==> src/rtl/zelda_pkg.sv <==
// Shared definitions for the zelda game datapath controllers.
// States, phase-strobe bit order and default pacing constants.
package zelda_pkg;

  typedef enum logic [2:0] {
    ST_INIT  = 3'd0,
    ST_IDLE  = 3'd1,
    ST_GEN   = 3'd2,
    ST_APPLY = 3'd3,
    ST_REQ   = 3'd4,
    ST_DRAW  = 3'd5
  } state_t;

  // {init, idle, gen_move, apply_move, draw}
  localparam int STB_INIT  = 4;
  localparam int STB_IDLE  = 3;
  localparam int STB_GEN   = 2;
  localparam int STB_APPLY = 1;
  localparam int STB_DRAW  = 0;

  localparam int unsigned DEF_MOVE_DIV     = 4;
  localparam int unsigned DEF_INIT_CYCLES  = 2;
  localparam int unsigned DEF_DRAW_TIMEOUT = 4096;

  function automatic logic [4:0] phase_strobes(state_t s);
    logic [4:0] v;
    v = '0;
    unique case (s)
      ST_INIT:  v[STB_INIT]  = 1'b1;
      ST_IDLE:  v[STB_IDLE]  = 1'b1;
      ST_GEN:   v[STB_GEN]   = 1'b1;
      ST_APPLY: v[STB_APPLY] = 1'b1;
      ST_REQ:   v = '0;
      ST_DRAW:  v[STB_DRAW]  = 1'b1;
      default:  v = '0;
    endcase
    return v;
  endfunction

endpackage

==> src/rtl/enemy_control_if.sv <==
// Enemy controller bus: game inputs, VGA arbiter handshake,
// phase strobes and status toward the enemy block.
interface enemy_control_if;
  logic       enable;
  logic       frame_tick;
  logic       draw_grant;
  logic       draw_done;
  logic       init;
  logic       idle;
  logic       gen_move;
  logic       apply_move;
  logic       draw;
  logic       draw_req;
  logic       frame_overrun;
  logic       draw_timeout;
  logic [7:0] move_phase;

  modport master (
    input  enable, frame_tick, draw_grant, draw_done,
    output init, idle, gen_move, apply_move, draw,
    output draw_req, frame_overrun, draw_timeout, move_phase
  );

  modport slave (
    output enable, frame_tick, draw_grant, draw_done,
    input  init, idle, gen_move, apply_move, draw,
    input  draw_req, frame_overrun, draw_timeout, move_phase
  );
endinterface

==> src/rtl/enemy_control_divider.sv <==
// Modulo-DIV tick counter used to pace sprite movement.
// wrap flags the last count so the caller can act on it.
module move_rate_divider #(
  parameter int unsigned DIV = 4
) (
  input  logic       clock,
  input  logic       reset,
  input  logic       advance,
  output logic       wrap,
  output logic [7:0] count
);

  localparam logic [7:0] LAST = 8'(DIV - 1);

  assign wrap = (count == LAST);

  always_ff @(posedge clock) begin
    if (reset) begin
      count <= '0;
    end else if (advance) begin
      count <= wrap ? '0 : count + 8'd1;
    end
  end

endmodule

==> src/rtl/enemy_control.sv <==
// Enemy sequencing controller: paces moves from the frame tick,
// arbitrates for the VGA port and supervises the draw phase.
module enemy_control
  import zelda_pkg::*;
#(
  parameter int unsigned MOVE_DIV     = DEF_MOVE_DIV,
  parameter int unsigned INIT_CYCLES  = DEF_INIT_CYCLES,
  parameter int unsigned DRAW_TIMEOUT = DEF_DRAW_TIMEOUT
) (
  input  logic            clock,
  input  logic            reset,
  enemy_control_if.master bus
);

  localparam logic [3:0]  INIT_LAST = 4'(INIT_CYCLES - 1);
  localparam logic [15:0] TMO_LAST  = 16'(DRAW_TIMEOUT - 1);

  state_t      state;
  state_t      next;
  logic [3:0]  init_cnt;
  logic [15:0] tmo_cnt;
  logic        advance;
  logic        wrap;
  logic        tmo_hit;
  logic        overrun_q;
  logic        timeout_q;
  logic [4:0]  stb;
  logic [7:0]  phase;

  move_rate_divider #(
    .DIV(MOVE_DIV)
  ) u_div (
    .clock   (clock),
    .reset   (reset),
    .advance (advance),
    .wrap    (wrap),
    .count   (phase)
  );

  always_comb begin
    next    = state;
    advance = 1'b0;
    tmo_hit = 1'b0;
    unique case (state)
      ST_INIT: begin
        if (init_cnt == INIT_LAST) next = ST_IDLE;
      end
      ST_IDLE: begin
        if (bus.frame_tick && bus.enable) begin
          advance = 1'b1;
          next    = wrap ? ST_GEN : ST_REQ;
        end
      end
      ST_GEN:   next = ST_APPLY;
      ST_APPLY: next = ST_REQ;
      ST_REQ: begin
        if (bus.draw_grant) next = ST_DRAW;
      end
      ST_DRAW: begin
        if (bus.draw_done) begin
          next = ST_IDLE;
        end else if (tmo_cnt == TMO_LAST) begin
          next    = ST_IDLE;
          tmo_hit = 1'b1;
        end
      end
      default: next = ST_INIT;
    endcase
  end

  always_ff @(posedge clock) begin
    if (reset) begin
      state     <= ST_INIT;
      init_cnt  <= '0;
      tmo_cnt   <= '0;
      overrun_q <= 1'b0;
      timeout_q <= 1'b0;
    end else begin
      state <= next;
      if (state == ST_INIT && init_cnt != INIT_LAST) begin
        init_cnt <= init_cnt + 4'd1;
      end
      // cleared outside DRAW so every entry starts from zero
      if (state == ST_DRAW) begin
        if (tmo_cnt != 16'hFFFF) tmo_cnt <= tmo_cnt + 16'd1;
      end else begin
        tmo_cnt <= '0;
      end
      if (bus.frame_tick && state != ST_IDLE) overrun_q <= 1'b1;
      if (tmo_hit) timeout_q <= 1'b1;
    end
  end

  assign stb = phase_strobes(state);

  assign bus.init          = stb[STB_INIT];
  assign bus.idle          = stb[STB_IDLE];
  assign bus.gen_move      = stb[STB_GEN];
  assign bus.apply_move    = stb[STB_APPLY];
  assign bus.draw          = stb[STB_DRAW];
  assign bus.draw_req      = (state == ST_REQ) || (state == ST_DRAW);
  assign bus.frame_overrun = overrun_q;
  assign bus.draw_timeout  = timeout_q;
  assign bus.move_phase    = phase;

endmodule

==> src/flat_wrapper.sv <==
// flat-port wrapper written by rule: the top's interface ports become plain ports
module enemy_control_flat import zelda_pkg::*;
#(
  parameter int unsigned MOVE_DIV     = DEF_MOVE_DIV,
  parameter int unsigned INIT_CYCLES  = DEF_INIT_CYCLES,
  parameter int unsigned DRAW_TIMEOUT = DEF_DRAW_TIMEOUT
)
  (clock, reset, bus_enable, bus_frame_tick, bus_draw_grant, bus_draw_done, bus_init, bus_idle, bus_gen_move, bus_apply_move, bus_draw, bus_draw_req, bus_frame_overrun, bus_draw_timeout, bus_move_phase);
  enemy_control_if bus_i ();
  input  logic clock;
  input  logic reset;
  input wire logic [$bits(bus_i.enable)-1:0] bus_enable;
  input wire logic [$bits(bus_i.frame_tick)-1:0] bus_frame_tick;
  input wire logic [$bits(bus_i.draw_grant)-1:0] bus_draw_grant;
  input wire logic [$bits(bus_i.draw_done)-1:0] bus_draw_done;
  output wire logic [$bits(bus_i.init)-1:0] bus_init;
  output wire logic [$bits(bus_i.idle)-1:0] bus_idle;
  output wire logic [$bits(bus_i.gen_move)-1:0] bus_gen_move;
  output wire logic [$bits(bus_i.apply_move)-1:0] bus_apply_move;
  output wire logic [$bits(bus_i.draw)-1:0] bus_draw;
  output wire logic [$bits(bus_i.draw_req)-1:0] bus_draw_req;
  output wire logic [$bits(bus_i.frame_overrun)-1:0] bus_frame_overrun;
  output wire logic [$bits(bus_i.draw_timeout)-1:0] bus_draw_timeout;
  output wire logic [$bits(bus_i.move_phase)-1:0] bus_move_phase;
  assign bus_i.enable = bus_enable;
  assign bus_i.frame_tick = bus_frame_tick;
  assign bus_i.draw_grant = bus_draw_grant;
  assign bus_i.draw_done = bus_draw_done;
  assign bus_init = bus_i.init;
  assign bus_idle = bus_i.idle;
  assign bus_gen_move = bus_i.gen_move;
  assign bus_apply_move = bus_i.apply_move;
  assign bus_draw = bus_i.draw;
  assign bus_draw_req = bus_i.draw_req;
  assign bus_frame_overrun = bus_i.frame_overrun;
  assign bus_draw_timeout = bus_i.draw_timeout;
  assign bus_move_phase = bus_i.move_phase;
  enemy_control #(.MOVE_DIV(MOVE_DIV), .INIT_CYCLES(INIT_CYCLES), .DRAW_TIMEOUT(DRAW_TIMEOUT)) u_core (.clock(clock), .reset(reset), .bus(bus_i));
endmodule
==> config.mk <==
export PLATFORM = sky130hd
export DESIGN_NAME = enemy_control_flat
export DESIGN_NICKNAME = d
export VERILOG_FILES = /design/src/rtl/zelda_pkg.sv /design/src/rtl/enemy_control_if.sv /design/src/rtl/enemy_control_divider.sv /design/src/rtl/enemy_control.sv /design/src/flat_wrapper.sv
export SDC_FILE = /design/constraint.sdc
export NUM_CORES = 1
export LEC_CHECK = 0
export CAP_MARGIN = 25
export CELL_PAD_IN_SITES_DETAIL_PLACEMENT = 1
export CELL_PAD_IN_SITES_GLOBAL_PLACEMENT = 1
export CORE_UTILIZATION = 44
export CTS_CLUSTER_SIZE = 20
export DETAILED_ROUTE_END_ITERATION = 10
export MAX_ROUTING_LAYER = met4
export PLACE_DENSITY = 0.87
export SKIP_CTS_REPAIR_TIMING = 1
export SLEW_MARGIN = 10
export SYNTH_ARGS = -nofsm -noshare
export SYNTH_HDL_FRONTEND = slang
export SYNTH_SLANG_ARGS = --single-unit
==> constraint.sdc <==
create_clock -name clock -period 3.86 [get_ports clock]
set_input_delay 0.386 -clock clock [delete_from_list [all_inputs] [get_ports clock]]
set_output_delay 0.386 -clock clock [all_outputs]
set_load 0.005 [all_outputs]
# ---- Word level (Yosys, flattened, before mapping)
# Cells that the tools add are included.
dict set report classes {
  reduce_logical 7
  add_sub_neg 3
  n_eq_ne 15
  bitwise 1
  n_mux 18
}
# op count
set op_table {}
lappend op_table {{3-bit two-way mux} 6}
lappend op_table {{3-bit case mux with 6 select lines} 1}
lappend op_table {{16-bit by 1-bit adder with 16-bit output (second input constant)} 1}
lappend op_table {{16-bit by 12-bit == test with 1-bit output (second input constant)} 1}
lappend op_table {{16-bit inequality test (second input constant)} 1}
lappend op_table {{1-bit two-way mux} 10}
lappend op_table {{8-bit by 1-bit adder with 8-bit output (second input constant)} 1}
lappend op_table {{8-bit by 2-bit == test with 1-bit output (second input constant)} 1}
lappend op_table {{8-bit two-way mux} 1}
lappend op_table {{3-bit by 2-bit == test with 1-bit output (second input constant)} 2}
lappend op_table {{3-bit == test (second input constant)} 2}
lappend op_table {{4-bit by 1-bit adder with 4-bit output (second input constant)} 1}
lappend op_table {{4-bit by 1-bit == test with 1-bit output (second input constant)} 1}
lappend op_table {{2-bit by 1-bit inequality test with 1-bit output (second input constant)} 2}
lappend op_table {{4-bit by 1-bit inequality test with 1-bit output (second input constant)} 1}
lappend op_table {{4-bit AND reduction} 1}
lappend op_table {{3-bit by 1-bit == test with 1-bit output (second input constant)} 1}
lappend op_table {{1-bit logical AND} 3}
lappend op_table {{3-bit logical NOT} 1}
lappend op_table {{3-bit by 1-bit inequality test with 1-bit output (second input constant)} 1}
lappend op_table {{3-bit by 2-bit inequality test with 1-bit output (second input constant)} 1}
lappend op_table {{2-bit inequality test (second input constant)} 1}
lappend op_table {{2-bit OR reduction} 1}
lappend op_table {{1-bit logical OR} 1}
lappend op_table {{1-bit inverter} 1}
dict set report word_totals {
  in_bits 6
  output_inout_bits 16
  regBits 33
  elab_cells 50
}

# ---- Logic depth before layout (Yosys ltp)
dict set report depth {
  word_depth 4
  depth_mapped 7
  ltp_nobuf 6
}

# ---- By module
# Synthesis repeated with hierarchy kept, for this count alone.
dict set report hier_totals {
  cells_unflattened 204
  area_unflattened_um2 1751.7
}
# mod seq_area_each_um2 cells_each n_inst area_each_um2
set modules_own_cells {}
lappend modules_own_cells {enemy_control 500.5 163 1 1386.3}
lappend modules_own_cells {move_rate_divider 160.2 41 1 365.4}

# ---- Worst setup path after synthesis
# No wires, ideal clock.
dict set report synth_timing {
  kind {register -> register}
  start {reg u_core.u_div.count[0]}
  end {reg u_core.u_div.count[0]}
  setup_time_ps 120
  n_path_buf 0
  required_ps 3740
  t_arrival_ps 1624
  setup_slack_ps 2115
  synth_period_minus_slack_ps 1745
  stages_incl_launch_ff 6
  cell_sequence {dfxtp_1 -> ha_1 -> or4b_1 -> nor4_1 -> a21o_1 -> nor2_1}
}
dict set report synth_between {
  elab_chain_len 2
  elab_cells_between_ends 3
  classes_between {add/sub: 1; eq/ne: 1; mux: 1}
}
# element line
set synth_lines {}
lappend synth_lines {{from (decl)} enemy_control_divider.sv:10} ;# output logic [7:0] count
lappend synth_lines {{from (signal assigned)} enemy_control_divider.sv:21} ;# count <= wrap ? '0 : count + 8'd1;
lappend synth_lines {{8-bit by 1-bit adder with 8-bit output / 8-bit by 2-bit == test with 1-bit output (equally long branches)} {enemy_control_divider.sv:21, enemy_control_divider.sv:15}}
lappend synth_lines {{8-bit two-way mux (*)} enemy_control_divider.sv:21}
# Mark *: on every way between the ends. The rest lies on a longest branch, timed or not.
# A chain may end at the register's enable or synchronous reset.

# ---- Worst setup path in the final report
dict set report layout_timing {
  start {reg u_core.state[0]}
  end {out bus_idle}
}
dict set report layout_between {
  elab_chain_len 2
}
# element line
set layout_lines {}
lappend layout_lines {{from (decl)} enemy_control.sv:18} ;# state_t state;
lappend layout_lines {{from (signal assigned)} enemy_control.sv:79} ;# state <= next;
lappend layout_lines {{3-bit by 1-bit == test with 1-bit output} zelda_pkg.sv:28} ;# unique case (s)
lappend layout_lines {{1-bit two-way mux} zelda_pkg.sv:28}
lappend layout_lines {{to (decl)} flat_wrapper.sv:17} ;# output wire logic [$bits(bus_i.idle)-1:0] bus_idle;
# Every way passes these cells.

==> impl_metrics.csv <==
group,metric,value,unit
outcome,status,"complete, no violations",
critical_path,arrival,2.01,ns
min_path,holdCritStartpoint,"u_core.bus.draw_timeout",
timing,fin_worst_skew,0.007471,ns
floorplan,die-height,65.95,µm
timing,setup_violations,0,
synth,ys_types,48,
timing,worstMarginPinSlew,0.8269,ns
cts,htree_num_levels,2,
synth,synth-seq-cells,33,
placed_design,placedInstanceArea,2023,µm²
floorplan,die_w,65.95,µm
floorplan,start_util,47.36,%
synth,synthXorXnorAreaFrac,5.355,%
final_layout,syn_to_final_growth,18.50,%
critical_path,path_class,"reg2out",
critical_path,worstSetupStartpoint,"u_core.state[0]",
timing,fmax,416.6,MHz
drt,postRouteAntennaNets,0,
timing,finalCriticalPeriod,2.400,ns
synth,ys_seq_area_share,36.72,%
cts,root_buffer,"clkbuf_8",
global_route,grt_max_degree,20,
timing,slew_headroom,44.36,%
drt,first_pass_iters,4,
synth,synthSimpleGateAreaFrac,32.75,%
critical_path,cp.required,3.47,ns
placed_design,portBuffers,21,
power_and_ir_drop,leakagePower,0.7115,nW
global_route,grt_overflow,0,
power_and_ir_drop,total_power,0.0009289,W
min_path,whs_path_depth,2,
drt,routed_wl,4428,µm
synth,synth_top_family_by_area,"simple AND/OR/NAND/NOR gates",
final_layout,layout_commonest_cell,"dfxtp_1",
final_layout,nets,242,
power_and_ir_drop,ir_worst_vdd,252.7,µV
global_route,first_global_vias,1645,
final_layout,final_cell_mix,"33 x dfxtp_1, 21 x clkdlybuf4s50_1, 18 x nand2_1",
synth,synth_area,1799,µm²
cts,numCtsBuffers,5,
critical_path,cp_max_fo,9,
global_route,grtUsageTotal,23.69,%
drt,drc,0,
synth,synth_cells,210,
drt,wire_per_inst,15.76,µm
final_layout,fin_util,56.13,%
timing,final_max_slew_viol_count,0,
cts,clkSlewWorstSetupHoldPaths,0.07,ns
floorplan,core-area,3799,µm²
power_and_ir_drop,p_per_area,435.7,nW/µm²
timing,rsz0062_at_grt,"no",
timing,setup_tns,0,ns
drt,vias,1641,
cts,cts_tree,"done",
critical_path,rrSetupSlack,1.59,ns
cts,clockBufferDepth,2,
global_route,grt_pass1_wl,7610,µm
synth,synth_top_area_cell,"dfxtp_1",
timing,fin_crit_sh,62.18,%
floorplan,io_pins,22,
synth,synth_fa_ha_area_share,2.782,%
critical_path,reg2reg_from,"u_core.tmo_cnt[0]",
cts,clock-sinks,33,
critical_path,cp-start-kind,"flip-flop",
drt,drtIter0Drc,64,
final_layout,diodes,0,
timing,whs,0.4933,ns
cts,clk_latency,0.29,ns
critical_path,worst-r2r-cell-count,6,
synth,synth.avg_cell_area,8.568,µm²
final_layout,layout-drive-gt1-share,8.155,%
synth,synth_compound_gate_area_share,12.38,%
global_route,antenna_found_initial,0,
timing,hold_violations,0,
synth,async_flop_share,0,%
floorplan,num_rows,22,
synth,synth_mux_area_share,5.563,%
floorplan,dieArea,4349,µm²
drt,viasPerCell,5.840,
synth,synth_ff_type,"dfxtp_1",
min_path,hold_path.class,"reg2reg",
placed_design,place_congestion,0.8481,
synth,synth_fp_nets,220,
synth,ys_top_cells_by_area,"dfxtp_1 37%, mux2i_1 5.6%, a21oi_1 4.2%",
final_layout,final_cell_area,2132,µm²
synth,yosysTopAreaCellShare,36.72,%
placed_design,hpwl,3220,µm
synth,synth_edf_count,0,
critical_path,end_kind,"output port",
job,drv_cap,0,
synth,ys.warnings.count,0,
[cell usage after synthesis (all sizes together), types with 2 or more instances]
| cell type | instances |
|---|---|
| a21boi | 2 |
| inv | 7 |
| xor2 | 4 |
| clkbuf | 2 |
| a31oi | 4 |
| xnor2 | 7 |
| nand4 | 11 |
| ha | 4 |
| or4 | 2 |
| nor2 | 16 |
| mux2i | 10 |
| and2 | 4 |
| nor3 | 8 |
| and4 | 4 |
| and3 | 2 |
| nand2 | 18 |
| nor3b | 3 |
| dfxtp | 33 |
| o21ai | 4 |
| buf | 5 |
| nor4 | 9 |
| nand2b | 11 |
| a21oi | 15 |
| nand3 | 9 |
[critical path: stages, from the launching register on]
cell,delay [ns]
dfxtp_1,0.51
or3b_1,0.50
inv_1,0.19
clkdlybuf4s50_1,0.52
[cell families (layout without fill, tap and decap cells)]
family          count (synthesis)  after routing
compound gates                 35             35
xor+xnor                       11             11
fa+ha+maj                       4              4
buf+inv                        15             38
flops                          33             33
mux                            10             10
simple gates                  102            102
[sequential cells by signal (all words and copies together) (netlist names)]
signal,count
u_core.u_div.count,8
u_core.bus.frame_overrun,1
u_core.bus.draw_timeout,1
u_core.init_cnt,4
u_core.tmo_cnt,16
u_core.state,3
[power breakdown]
part           total, W  leakage, nW  switching, W  internal [W]
Combinational  0.000234        0.390      0.000123      0.000110
Clock          0.000290       0.0542      0.000128      0.000161
Sequential     0.000406        0.267     0.0000409      0.000365
Total          0.000929        0.712      0.000293      0.000636
[stage by stage]
| stage | worst slack [ns] | cells |
|---|---|---|
| floorplan | 2.115 | 210 |
| finish | 1.460 | 281 |
| CTS | 1.472 | 280 |
| global placement | 1.478 | 272 |
| detailed placement | 1.373 | 272 |
| global route | 1.372 | 281 |
[worst paths after layout]
kind / to
min reg2reg: u_core.bus.draw_timeout
max: bus_idle
max reg2reg: u_core.tmo_cnt[9]
min: u_core.bus.draw_timeout
[layer usage]
layer  track usage (%)  vias to the layer above  part of all wire [%]
li1                  -                      808                     -
met1             26.77                      798                    46
met2             39.92                       23                    49
met3             7.241                       12                   3.2
met4             7.447                        0                   1.9
met5                 -                        -                     0
[layout make-up]
cell class | instances | area, µm²
clock buffers | 7 | 96.34
fillers | 460 | 1667
well taps | 48 | 60.06
inverters | 7 | 26.28
clock inverters | 1 | 5.005
repair buffers | 23 | 225.2
multi-input cells | 162 | 1059
flip-flops and latches | 33 | 660.6
Power figures use the tool's default switching activity.
